File: src/rtl/dmem_write_buffer.sv
// -----------------------------------------------------------------------------
// dmem_write_buffer
//
// Posted-store buffer between the processor data-memory port and the data RAM.
// Stores are queued in a small circular FIFO and drained in acceptance order,
// one entry per valid/ready handshake, to the RAM write port. Loads are served
// combinationally: the youngest buffered store to the same word wins, otherwise
// the RAM read data is passed through.
//
// Ports
//   clk             single clock, all state on posedge
//   reset           synchronous, active-low (0 = reset)
//   WE              processor store request
//   address_to_mem  processor byte address (load or store)
//   data_to_mem     processor store data
//   data_from_mem   load data to the processor (combinational)
//   stall           store refused this cycle because the buffer is full
//   mem_rd_addr     RAM read address (mirrors address_to_mem)
//   mem_rd_data     RAM read data (combinational from mem_rd_addr)
//   mem_wr_valid    head entry presented to the RAM
//   mem_wr_ready    RAM accepts the head entry
//   mem_wr_addr     head entry word address, byte bits forced to zero
//   mem_wr_data     head entry data
//   empty           no stores pending
//   full            DEPTH stores pending
// -----------------------------------------------------------------------------
module dmem_write_buffer #(
   parameter int DEPTH = 4,
   parameter int AW    = 32
) (
   input  logic          clk,
   input  logic          reset,
   input  logic          WE,
   input  logic [AW-1:0] address_to_mem,
   input  logic [31:0]   data_to_mem,
   output logic [31:0]   data_from_mem,
   output logic          stall,
   output logic [AW-1:0] mem_rd_addr,
   input  logic [31:0]   mem_rd_data,
   output logic          mem_wr_valid,
   input  logic          mem_wr_ready,
   output logic [AW-1:0] mem_wr_addr,
   output logic [31:0]   mem_wr_data,
   output logic          empty,
   output logic          full
);

   localparam int PW = $clog2(DEPTH);
   localparam int CW = PW + 1;

   // Entry storage: word address and data. Not reset; contents only matter
   // while covered by count.
   logic [AW-3:0] ent_addr [DEPTH];
   logic [31:0]   ent_data [DEPTH];

   logic [PW-1:0] wr_ptr;
   logic [PW-1:0] rd_ptr;
   logic [CW-1:0] count;

   logic push;
   logic pop;
   logic fwd_hit;
   logic [31:0] fwd_data;

   assign full         = (count == CW'(DEPTH));
   assign empty        = (count == '0);
   assign push         = WE & ~full;
   // No bypass against a same-cycle pop: the store retries next cycle.
   assign stall        = WE & full;
   assign mem_wr_valid = ~empty;
   assign pop          = mem_wr_valid & mem_wr_ready;

   assign mem_wr_addr  = {ent_addr[rd_ptr], 2'b00};
   assign mem_wr_data  = ent_data[rd_ptr];
   assign mem_rd_addr  = address_to_mem;

   // Walk the valid entries oldest to youngest so the last match seen is the
   // youngest. Uses pre-edge state, so an entry draining this cycle still hits.
   always_comb begin
      fwd_hit  = 1'b0;
      fwd_data = '0;
      for (int i = 0; i < DEPTH; i++) begin
         if ((CW'(i) < count) &&
             (ent_addr[PW'(rd_ptr + PW'(i))] == address_to_mem[AW-1:2])) begin
            fwd_hit  = 1'b1;
            fwd_data = ent_data[PW'(rd_ptr + PW'(i))];
         end
      end
   end

   assign data_from_mem = fwd_hit ? fwd_data : mem_rd_data;

   // Control state: pointers and occupancy.
   always_ff @(posedge clk) begin
      if (!reset) begin
         wr_ptr <= '0;
         rd_ptr <= '0;
         count  <= '0;
      end else begin
         if (push) wr_ptr <= wr_ptr + 1'b1;
         if (pop)  rd_ptr <= rd_ptr + 1'b1;
         case ({push, pop})
            2'b10:   count <= count + 1'b1;
            2'b01:   count <= count - 1'b1;
            default: count <= count;
         endcase
      end
   end

   // Data path: entry write on accepted store.
   always_ff @(posedge clk) begin
      if (push) begin
         ent_addr[wr_ptr] <= address_to_mem[AW-1:2];
         ent_data[wr_ptr] <= data_to_mem;
      end
   end

endmodule

File: config.mk
export PLATFORM = sky130hd
export DESIGN_NAME = dmem_write_buffer
export DESIGN_NICKNAME = d
export VERILOG_FILES = /design/src/rtl/dmem_write_buffer.sv
export SDC_FILE = /design/constraint.sdc
export NUM_CORES = 1
export LEC_CHECK = 0
export BUFFER_PORTS_ARGS = -buffer_cell sky130_fd_sc_hd__buf_2
export CORE_MARGIN = 2
export CORE_UTILIZATION = 59
export DETAILED_ROUTE_END_ITERATION = 10
export PLACE_DENSITY = 0.82
export SLEW_MARGIN = 20
export SYNTH_ARGS = -nofsm -noshare
export SYNTH_HDL_FRONTEND = slang
export SYNTH_SLANG_ARGS = --single-unit
File: constraint.sdc
create_clock -name clk -period 3.92 [get_ports clk]
set_input_delay 0.784 -clock clk [delete_from_list [all_inputs] [get_ports clk]]
set_output_delay 0.784 -clock clk [all_outputs]
set_load 0.05 [all_outputs]
# Word-level counts from Yosys, hierarchy flattened
# Memory sizes are Yosys's and may differ from the RTL's. A register that Yosys moved wholly into a read port is not among the register bits.
# Cells that the tools add are included.
# totals
word_cells	49
output_inout_bits	132
n_memories	2
inputBits	100
ram_bits	248
ff_bits	7
# memory_table
memory	depth	width	rd	rd_clocked_by_memory_dff	wr	line_no	text
ent_data	4	32	4	1	1	54	logic [31:0] ent_data [DEPTH];
ent_addr	4	30	4	1	1	53	logic [AW-3:0] ent_addr [DEPTH];
# op_classes
reduce_logical	6
n_mux	16
addsub	6
n_eq_ne	7
bitwise	5
order_cmp	4
# ops
cell	n
two-way mux 32 bit	5
== test 30 bit	4
two-way mux 2 bit	4
< comparator 1 x 3 -> 1 bit (first input constant)	2
< comparator 2 x 3 -> 1 bit (first input constant)	2
two-way mux 1 bit	6
one-hot mux 3 bit (2 select lines)	1
adder 2 x 1 -> 2 bit (second input constant)	2
adder 2 bit (second input constant)	2
logical AND 1 bit	4
adder 3 x 1 -> 3 bit (second input constant)	1
bitwise AND 1 bit	3
== test 3 bit (second input constant)	1
zero test 3 bit	1
subtractor 3 x 1 -> 3 bit (second input constant)	1
== test 2 x 1 -> 1 bit (second input constant)	1
== test 2 bit (second input constant)	1
NOT 1 bit	2
nonzero test 2 bit	1

# Longest topological paths before layout
# Gate-level depths: netlist (run 1).
# An unclocked memory read counts as a cell.
# depth
ltp_word	8
mapped_depth	15
ltp_nobuf	9

# Least setup slack after synthesis (run 1)
# Ideal clock, no wire load.
# synth_path
path_type	reg2out
from	reg (tool-made name)
to	out data_from_mem[10]
n_path_buf	3
arrival_ns	3.633
path_slack_ns	-0.497
required_ns	3.136
path_stages_with_launch	12
path_cell_list	dfxtp_1 clkbuf_1 clkbuf_1 mux4_2 xnor2_1 nand4_1 nor4_2 clkbuf_1 nand3_1 a21oi_1 o22ai_1 a22oi_1
# synth_lines
item	line_no	text
end, declared	36	output logic [31:0] data_from_mem,

# Worst setup path after layout (run 1)
# layout_path
from	reg rd_ptr[0]
to	out data_from_mem[3]
# layout_between
elab_chain_len	8
elab_cells_between_ends	18
classes_between	add/sub (3); eq/ne (3); mux (7); reduce/logical (3); memory (2)
# layout_rtl
item	line_no	text
start, declared	57	logic [PW-1:0] rd_ptr;
start signal, assigned	101	if (pop) rd_ptr <= rd_ptr + 1'b1;
adder 2 x 1 -> 2 bit	84, 86	
memory (4 x 30 bit)	-	
== test 30 bit	84	(ent_addr[PW'(rd_ptr + PW'(i))] == address_to_mem[AW-1:2])) begin
logical AND 1 bit	83	if ((CW'(i) < count) &&
two-way mux 32 bit or two-way mux 1 bit (tied branches) (3 in a row)	83	
two-way mux 32 bit (*)	91	assign data_from_mem = fwd_hit ? fwd_data : mem_rd_data;
# Mark *: on every way between the ends. The rest lies on a longest branch, timed or not.

==> flow_summary_export.csv, run 1 <==
group,metric,value,unit
power,internal_power,7.711,mW
synthesis,synth_simple_gate_area_share,5.212,%
clock_tree,clk_latency,0.55,ns
power,power_density,586.1,mW/mm2
floorplanning,initial_core_util,59.62,%
global_routing,grt_pass1_wl,80.84,mm
timing,slew_headroom,48.04,%
finish,layout.nets,1726,
route,drtAntennaViolNets,0,
route,wl_per_cell,28.18,um
clock_tree,htree_levels,1,
finish,drive_gt1_share,52.23,%
critical_path,path_cells,"buf_12 -> buf_4 -> buf_6 -> buf_6 -> mux2i_4 -> o22ai_1 -> a221o_1 -> a2111oi_4 -> nand4_1 -> buf_6 -> buf_4 -> o41ai_2 -> o22ai_1 -> a22oi_2 -> buf_6",
clock_tree,cts_buffers,26,
timing,post-route-period-util,121.2,%
synthesis,synth_xor_area_share,5.970,%
floorplanning,core_region_area,0.02855,mm2
place,dp_hpwl,33.82,mm
place,dpl_cell_area,0.01980,mm2
critical_path,criticalPathCategory,"flip-flop to output pin",
route,routed_wl,56.99,mm
synthesis,synthArstFlopShare,0,%
critical_path,crit_start,"rd_ptr[0]$_SDFFE_PN0P_",
finish,postLayoutCellArea,0.02246,mm2
critical_path,cp-start-kind,"flip-flop",
power,combPwrFrac,54.2,%
synthesis,synth_area_leaders,"edfxtp_1, mux4_2, mux2i_1",
synthesis,synth_cell_types,60,
power,p_clk_share,19.0,%
floorplanning,ios,232,
critical_path,critical_path_arrival,3.97,ns
synthesis,synth.area.mux_share,27.79,%
timing,skew,0.02000,ns
floorplanning,dieArea,0.03022,mm2
synthesis,synth_edf_count,248,
status,failed_checks,"setup timing",
clock_tree,cts_tree,"done",
synthesis,synthCells,1282,
critical_path,timing.rr.end,"ent_data[0][19]$_DFFE_PP_",
run,max_cap_viol_count,0,
synthesis,synth.top_cell.area_share,43.76,%
power,power.share.sequential,26.8,%
timing,fmax,0.2105,GHz
clock_tree,cts-root-to-sink-buffers,3,
critical_path,critPathSlowestCell,"dfxtp_4",
floorplanning,die_x,173.8,um
timing,final.min_clock_period,4.751,ns
min_path,hold_path_depth,1,
finish,area.growth.synth_to_final,31.96,%
synthesis,synth_compound_gate_area_share,10.06,%
synthesis,yosysWarnings,0,
synthesis,ys_seq_area_share,44.82,%
synthesis,synth_top_family_by_area,"multiplexers",
critical_path,cp_data_required_time,3.14,ns
min_path,worstHoldEndpoint,"ent_data[0][1]$_DFFE_PP_",
synthesis,synth.largest_area_cell,"edfxtp_1",
critical_path,cp_num_cells,15,
global_routing,grtUsageTotal,34.64,%
critical_path,end_kind,"output pin",
timing,rsz0062_at_grt,"true",
min_path,min_from,"data_to_mem[1]",
timing,worstMarginPinSlew,0.7794,ns
timing,tns,-24.88,ns
critical_path,crit_top_cell,"buf_6",
power,finalPower,13.16,mW
critical_path,timing.rr.start,"count[0]$_SDFFE_PN0P_",
route,viasPerCell,7.158,
timing,finalSetupViolCount,32,
global_routing,antenna_found_initial,1,
status,outcome,"finished with violations",
global_routing,gr-total-overflow,0,
critical_path,slowest_delay,0.45,ns
clock_tree,cts_root_buf,"clkbuf_16",
clock_tree,clk_pin_slew,0.06,ns
route,drt_iter0_drc,2161,
route,vias,14474,
route,drc_errors,0,
clock_tree,clkSinkCount,257,
finish,num-fill-cells,1458,
critical_path,cp_max_fo,7,
synthesis,synth_flop_cell,"edfxtp_1",
global_routing,grt_pass1_vias,13854,
power,power.switching,5.452,mW
place,port_buffers,225,
floorplanning,fp.dieH,173.8,um
synthesis,synth_area,0.01702,mm2
power,leakagePower,8.222,nW
synthesis,avgSynthCellArea,13.28,um2
finish,final_core_util,78.67,%
floorplanning,rows,62,
synthesis,ys_ff_latch,257,
critical_path,r2r_setup_slack,1.21,ns
power,p_sw_share,41.42,%
timing,drv_slew,0,
clock_tree,holdBufCountCts,0,
route,firstDrtPassIters,9,
min_path,hold_path_class,"input pin to flip-flop",
place,pre_cts_ws,-0.5494,ns
global_routing,grt_max_degree,63,
place,gp_congestion,0.9577,
timing,hold_viol_final,0,
timing,setup_slack,-0.8306,ns
synthesis,synth_fa_ha_area_share,0.6617,%
critical_path,reg2reg_depth,6,
critical_path,worst_path_dominant_cell_family,"compound AO/OA/AOI/OAI gates",
power,peakVddDrop,0.5189,mV
critical_path,path_buf_inv,7,
## power groups by stage
stage          logic [mW]  registers (mW)  clock network (mW)
2_1_floorplan        4.80            3.45                   0
3_3_place_gp         6.24            3.54                   0
3_5_place_dp         6.36            3.57                   0
4_1_cts              6.73            3.50                2.50
5_1_grt              7.41            3.54                2.60
6_report             7.14            3.53                2.50
## per-layer routing
| layer | vias up | wire length [um] | global-route usage [%] |
|---|---|---|---|
| met5 | - | 0 | 0 |
| met4 | 0 | 3778 | 15.51 |
| met3 | 330 | 6893 | 6.053 |
| met2 | 1333 | 27300 | 56.91 |
| met1 | 7001 | 19010 | 45.63 |
| li1 | 5810 | - | - |
## how the worst max path moves through the flow
stage / to / slack [ns]
after global routing: data_from_mem[3] / -0.92
after detailed placement: data_from_mem[30] / -0.55
after global placement: data_from_mem[2] / -0.42
final: data_from_mem[3] / -0.83
after CTS: data_from_mem[27] / -0.71
after floorplan: data_from_mem[11] / -0.11
## cells by family after synthesis
logic type / after synthesis
compound gates: 271
xor+xnor: 116
fa+ha+maj: 9
buf+inv: 171
flops: 257
mux: 279
other cells: 1
simple gates: 178
## layout by cell type (no fill, tap or decap), types with 40 or more instances in the layout
master and instances:
xnor2_1 74, buf_2 193, a21oi_1 75, mux2i_1 78, mux2_2 43, mux4_2 150
nor2_1 40, buf_4 165, edfxtp_1 248, buf_6 56, nand2_1 46
## area by class of cell
type / count / area, um2 / share of cell area, %
Antenna cell: 1 / 2.502 / 0.01114
Sequential cell: 257 / 7642 / 34.03
Inverter: 14 / 52.55 / 0.2340
Clock inverter: 12 / 115.1 / 0.5126
Clock buffer: 36 / 729.5 / 3.248
Multi-Input combinational cell: 855 / 9589 / 42.70
Timing Repair Buffer: 463 / 3846 / 17.13
Tap cell: 384 / 480.5 / 2.139
## registers in the layout, indices dropped and copies added (netlist names), named ones only
signal,cells
ent_addr,120
ent_data,128
count,3
wr_ptr,2
rd_ptr,2
## metrics by stage
step                      cells  hold slack (ns)
after CTS                  1997           0.4418
after global routing       2021           0.4579
after detailed placement   1919           0.6417
after floorplan            1283           0.5260
after global placement     1919           0.6257
final                      2022           0.4503
## what timing repair did
action,CTS,global route
endpoints found under the setup margin,32,32
resized for setup,167,74
endpoints found under the hold margin,0,0
cloned,1,8
pin swaps,38,31
setup buffers,29,17
## Yosys cell counts, types with 2 or more instances
| master | n |
|---|---|
| a2111oi_0 | 2 |
| a21o_1 | 2 |
| a21oi_1 | 106 |
| a221oi_1 | 4 |
| a222oi_1 | 2 |
| a22oi_1 | 35 |
| a2bb2oi_1 | 3 |
| and2_1 | 10 |
| buf_1 | 12 |
| buf_2 | 31 |
| buf_4 | 45 |
| buf_6 | 7 |
| clkbuf_1 | 60 |
| dfxtp_1 | 9 |
| edfxtp_1 | 248 |
| ha_1 | 9 |
| inv_1 | 14 |
| mux2_2 | 43 |
| mux2i_1 | 84 |
| mux4_2 | 150 |
| nand2_1 | 47 |
| nand2b_1 | 2 |
| nand3_1 | 35 |
| nand4_1 | 18 |
| nor2_1 | 40 |
| nor2b_1 | 5 |
| nor3_1 | 6 |
| nor4_1 | 4 |
| nor4b_1 | 2 |
| o21ai_0 | 36 |
| o22ai_1 | 37 |
| o41ai_1 | 32 |
| xnor2_1 | 88 |
| xor2_1 | 28 |
No activity file was read; power rests on OpenSTA's default activity.
==> run 2, diff against run 1 <==
--- a/config.mk
+++ b/config.mk
@@ -8,7 +8,9 @@
 export BUFFER_PORTS_ARGS = -buffer_cell sky130_fd_sc_hd__buf_2
 export CORE_MARGIN = 2
 export CORE_UTILIZATION = 59
+export CTS_BUF_LIST = sky130_fd_sc_hd__clkbuf_8 sky130_fd_sc_hd__clkbuf_16
 export DETAILED_ROUTE_END_ITERATION = 10
+export MAX_ROUTING_LAYER = met4
 export PLACE_DENSITY = 0.82
 export SLEW_MARGIN = 20
 export SYNTH_ARGS = -nofsm -noshare
==> run 2 against run 1 <==
Net effect: the flow still finishes with violations (setup timing); setup slack worse by 0.031 ns; critical path depth unchanged; maximum frequency is 0.65% lower; final cell count did not move; die area unchanged; sequential share of layout area is 0.32 points higher; combinational power shrank 1%; non-clock buffer count is 4 lower; worst hold slack got worse by 0.012 ns; flip-flop and latch count did not move; routed wire length is 0.76% lower; global-route usage is 0.40 points lower.
==> flow_summary_export.csv, run 2 (synthesis gave the netlist of run 1 again) <==
group,metric,value,unit
timing,worstMarginPinSlew,0.9714,ns
floorplanning,die_x,173.8,um
floorplanning,initial_core_util,59.62,%
timing,setup_slack,-0.8614,ns
power,leakagePower,8.211,nW
global_routing,grt_max_degree,101,
finish,layout.nets,1723,
clock_tree,cts_buffers,27,
timing,hold_viol_final,0,
floorplanning,dieArea,0.03022,mm2
finish,num-fill-cells,1526,
clock_tree,clk_latency,0.55,ns
power,peakVddDrop,0.4809,mV
finish,postLayoutCellArea,0.02225,mm2
finish,drive_gt1_share,51.53,%
global_routing,grtUsageTotal,34.24,%
critical_path,criticalPathCategory,"flip-flop to output pin",
clock_tree,clk_pin_slew,0.06,ns
place,gp_congestion,0.9944,
status,failed_checks,"setup timing",
timing,final.min_clock_period,4.781,ns
route,vias,14358,
run,max_cap_viol_count,0,
critical_path,cp-start-kind,"flip-flop",
finish,final_cell_mix,"edfxtp_1, buf_2, buf_4, mux4_2, mux2i_1",
timing,finalSetupViolCount,32,
finish,area.growth.synth_to_final,30.75,%
clock_tree,cts-root-to-sink-buffers,3,
clock_tree,cts_tree,"done",
place,dpl_cell_area,0.01975,mm2
route,drt_iter0_drc,1981,
finish,final_common_cell,"edfxtp_1",
timing,tns,-24.72,ns
global_routing,grt_pass1_vias,13647,
critical_path,cp_max_fo,5,
finish,register_area,0.007642,mm2
global_routing,grt_pass1_wl,77.87,mm
route,routed_wl,56.55,mm
status,outcome,"finished with violations",
floorplanning,core_region_area,0.02855,mm2
route,firstDrtPassIters,8,
critical_path,cp_data_required_time,3.14,ns
place,port_buffers,225,
timing,post-route-period-util,122.0,%
finish,regMostFlops,"ent_data",
finish,multi_input_area,0.009503,mm2
finish,final_core_util,77.95,%
floorplanning,rows,62,
route,wl_per_cell,27.97,um
timing,drv_slew,0,
min_path,hold_path_depth,1,
power,power_density,582.9,mW/mm2
min_path,hold_path_class,"input pin to flip-flop",
clock_tree,holdBufCountCts,0,
timing,fmax,0.2091,GHz
global_routing,antenna_found_initial,4,
route,viasPerCell,7.101,
timing,skew,0.01161,ns
timing,rsz0062_at_grt,"true",
floorplanning,fp.dieH,173.8,um
place,dp_hpwl,34.24,mm
clock_tree,clkSinkCount,257,
timing,slew_headroom,35.24,%
route,drc_errors,0,
critical_path,end_kind,"output pin",
timing,hold_ws,0.4385,ns
floorplanning,ios,232,
finish,top_regs,"ent_data (128), ent_addr (120), count (3)",
clock_tree,htree_levels,1,
clock_tree,cts_root_buf,"clkbuf_16",
critical_path,reg2reg_depth,6,
finish,largest_register_ffs,128,
global_routing,gr-total-overflow,0,
route,drtAntennaViolNets,0,
critical_path,critical_path_arrival,4.00,ns
-- run 2: area by class of cell --
| class | instances | area share [%] |
|---|---|---|
| Inverter | 14 | 0.2362 |
| Timing Repair Buffer | 459 | 16.86 |
| Sequential cell | 257 | 34.35 |
| Clock inverter | 21 | 0.5454 |
| Multi-Input combinational cell | 855 | 42.71 |
| Clock buffer | 28 | 3.098 |
| Antenna cell | 4 | 0.04498 |
| Tap cell | 384 | 2.159 |
-- run 2: timing repair --
item,4_1_cts,5_1_grt
hold endpoints to repair,0,0
pin swaps,19,37
gates resized for setup,156,72
gates cloned,1,8
buffers inserted,8,32
setup endpoints to repair,32,32
-- run 2: critical path, cell delays in order, from the launching register on --
cell      delay [ns]
dfxtp_4         0.36
clkbuf_4        0.20
buf_8           0.15
buf_6           0.12
mux4_2          0.55
xnor2_2         0.20
nand4_1         0.15
nor4_4          0.36
buf_12          0.17
buf_12          0.12
buf_4           0.12
nand3_1         0.07
a21oi_1         0.21
o22ai_2         0.14
a22oi_2         0.28
buf_6           0.21
-- run 2: per-layer routing --
| metal | wire [um] | global-route usage (%) | up-vias |
|---|---|---|---|
| li1 | - | - | 5781 |
| met1 | 19590 | 44.23 | 7012 |
| met2 | 27310 | 54.70 | 1303 |
| met3 | 6481 | 5.482 | 262 |
| met4 | 3172 | 13.94 | 0 |
| met5 | 0 | - | - |
-- run 2: per-stage QoR --
stage | power, mW | setup WS (ns) | cells
2_1_floorplan | 8.248 | -0.1138 | 1283
3_3_place_gp | 9.712 | -0.4689 | 1920
3_5_place_dp | 9.846 | -0.4705 | 1920
4_1_cts | 12.47 | -0.6777 | 1978
5_1_grt | 13.36 | -0.9906 | 2022
6_report | 12.97 | -0.8614 | 2022
-- run 2: where the power goes --
part,internal [mW],switching [mW]
combinational,2.94,4.11
clock,1.33,1.08
sequential,3.29,0.222
-- run 2: final timing paths --
kind / startpoint / endpoint / slack (ns)
setup / recovery: flip-flop / data_from_mem[18] / -0.86
setup reg to reg: count[0]$_SDFFE_PN0P_ / ent_data[3][9]$_DFFE_PP_ / 1.03
hold reg to reg: count[1]$_SDFFE_PN0P_ / count[1]$_SDFFE_PN0P_ / 0.68
hold / removal: data_to_mem[15] / ent_data[1][15]$_DFFE_PP_ / 0.44
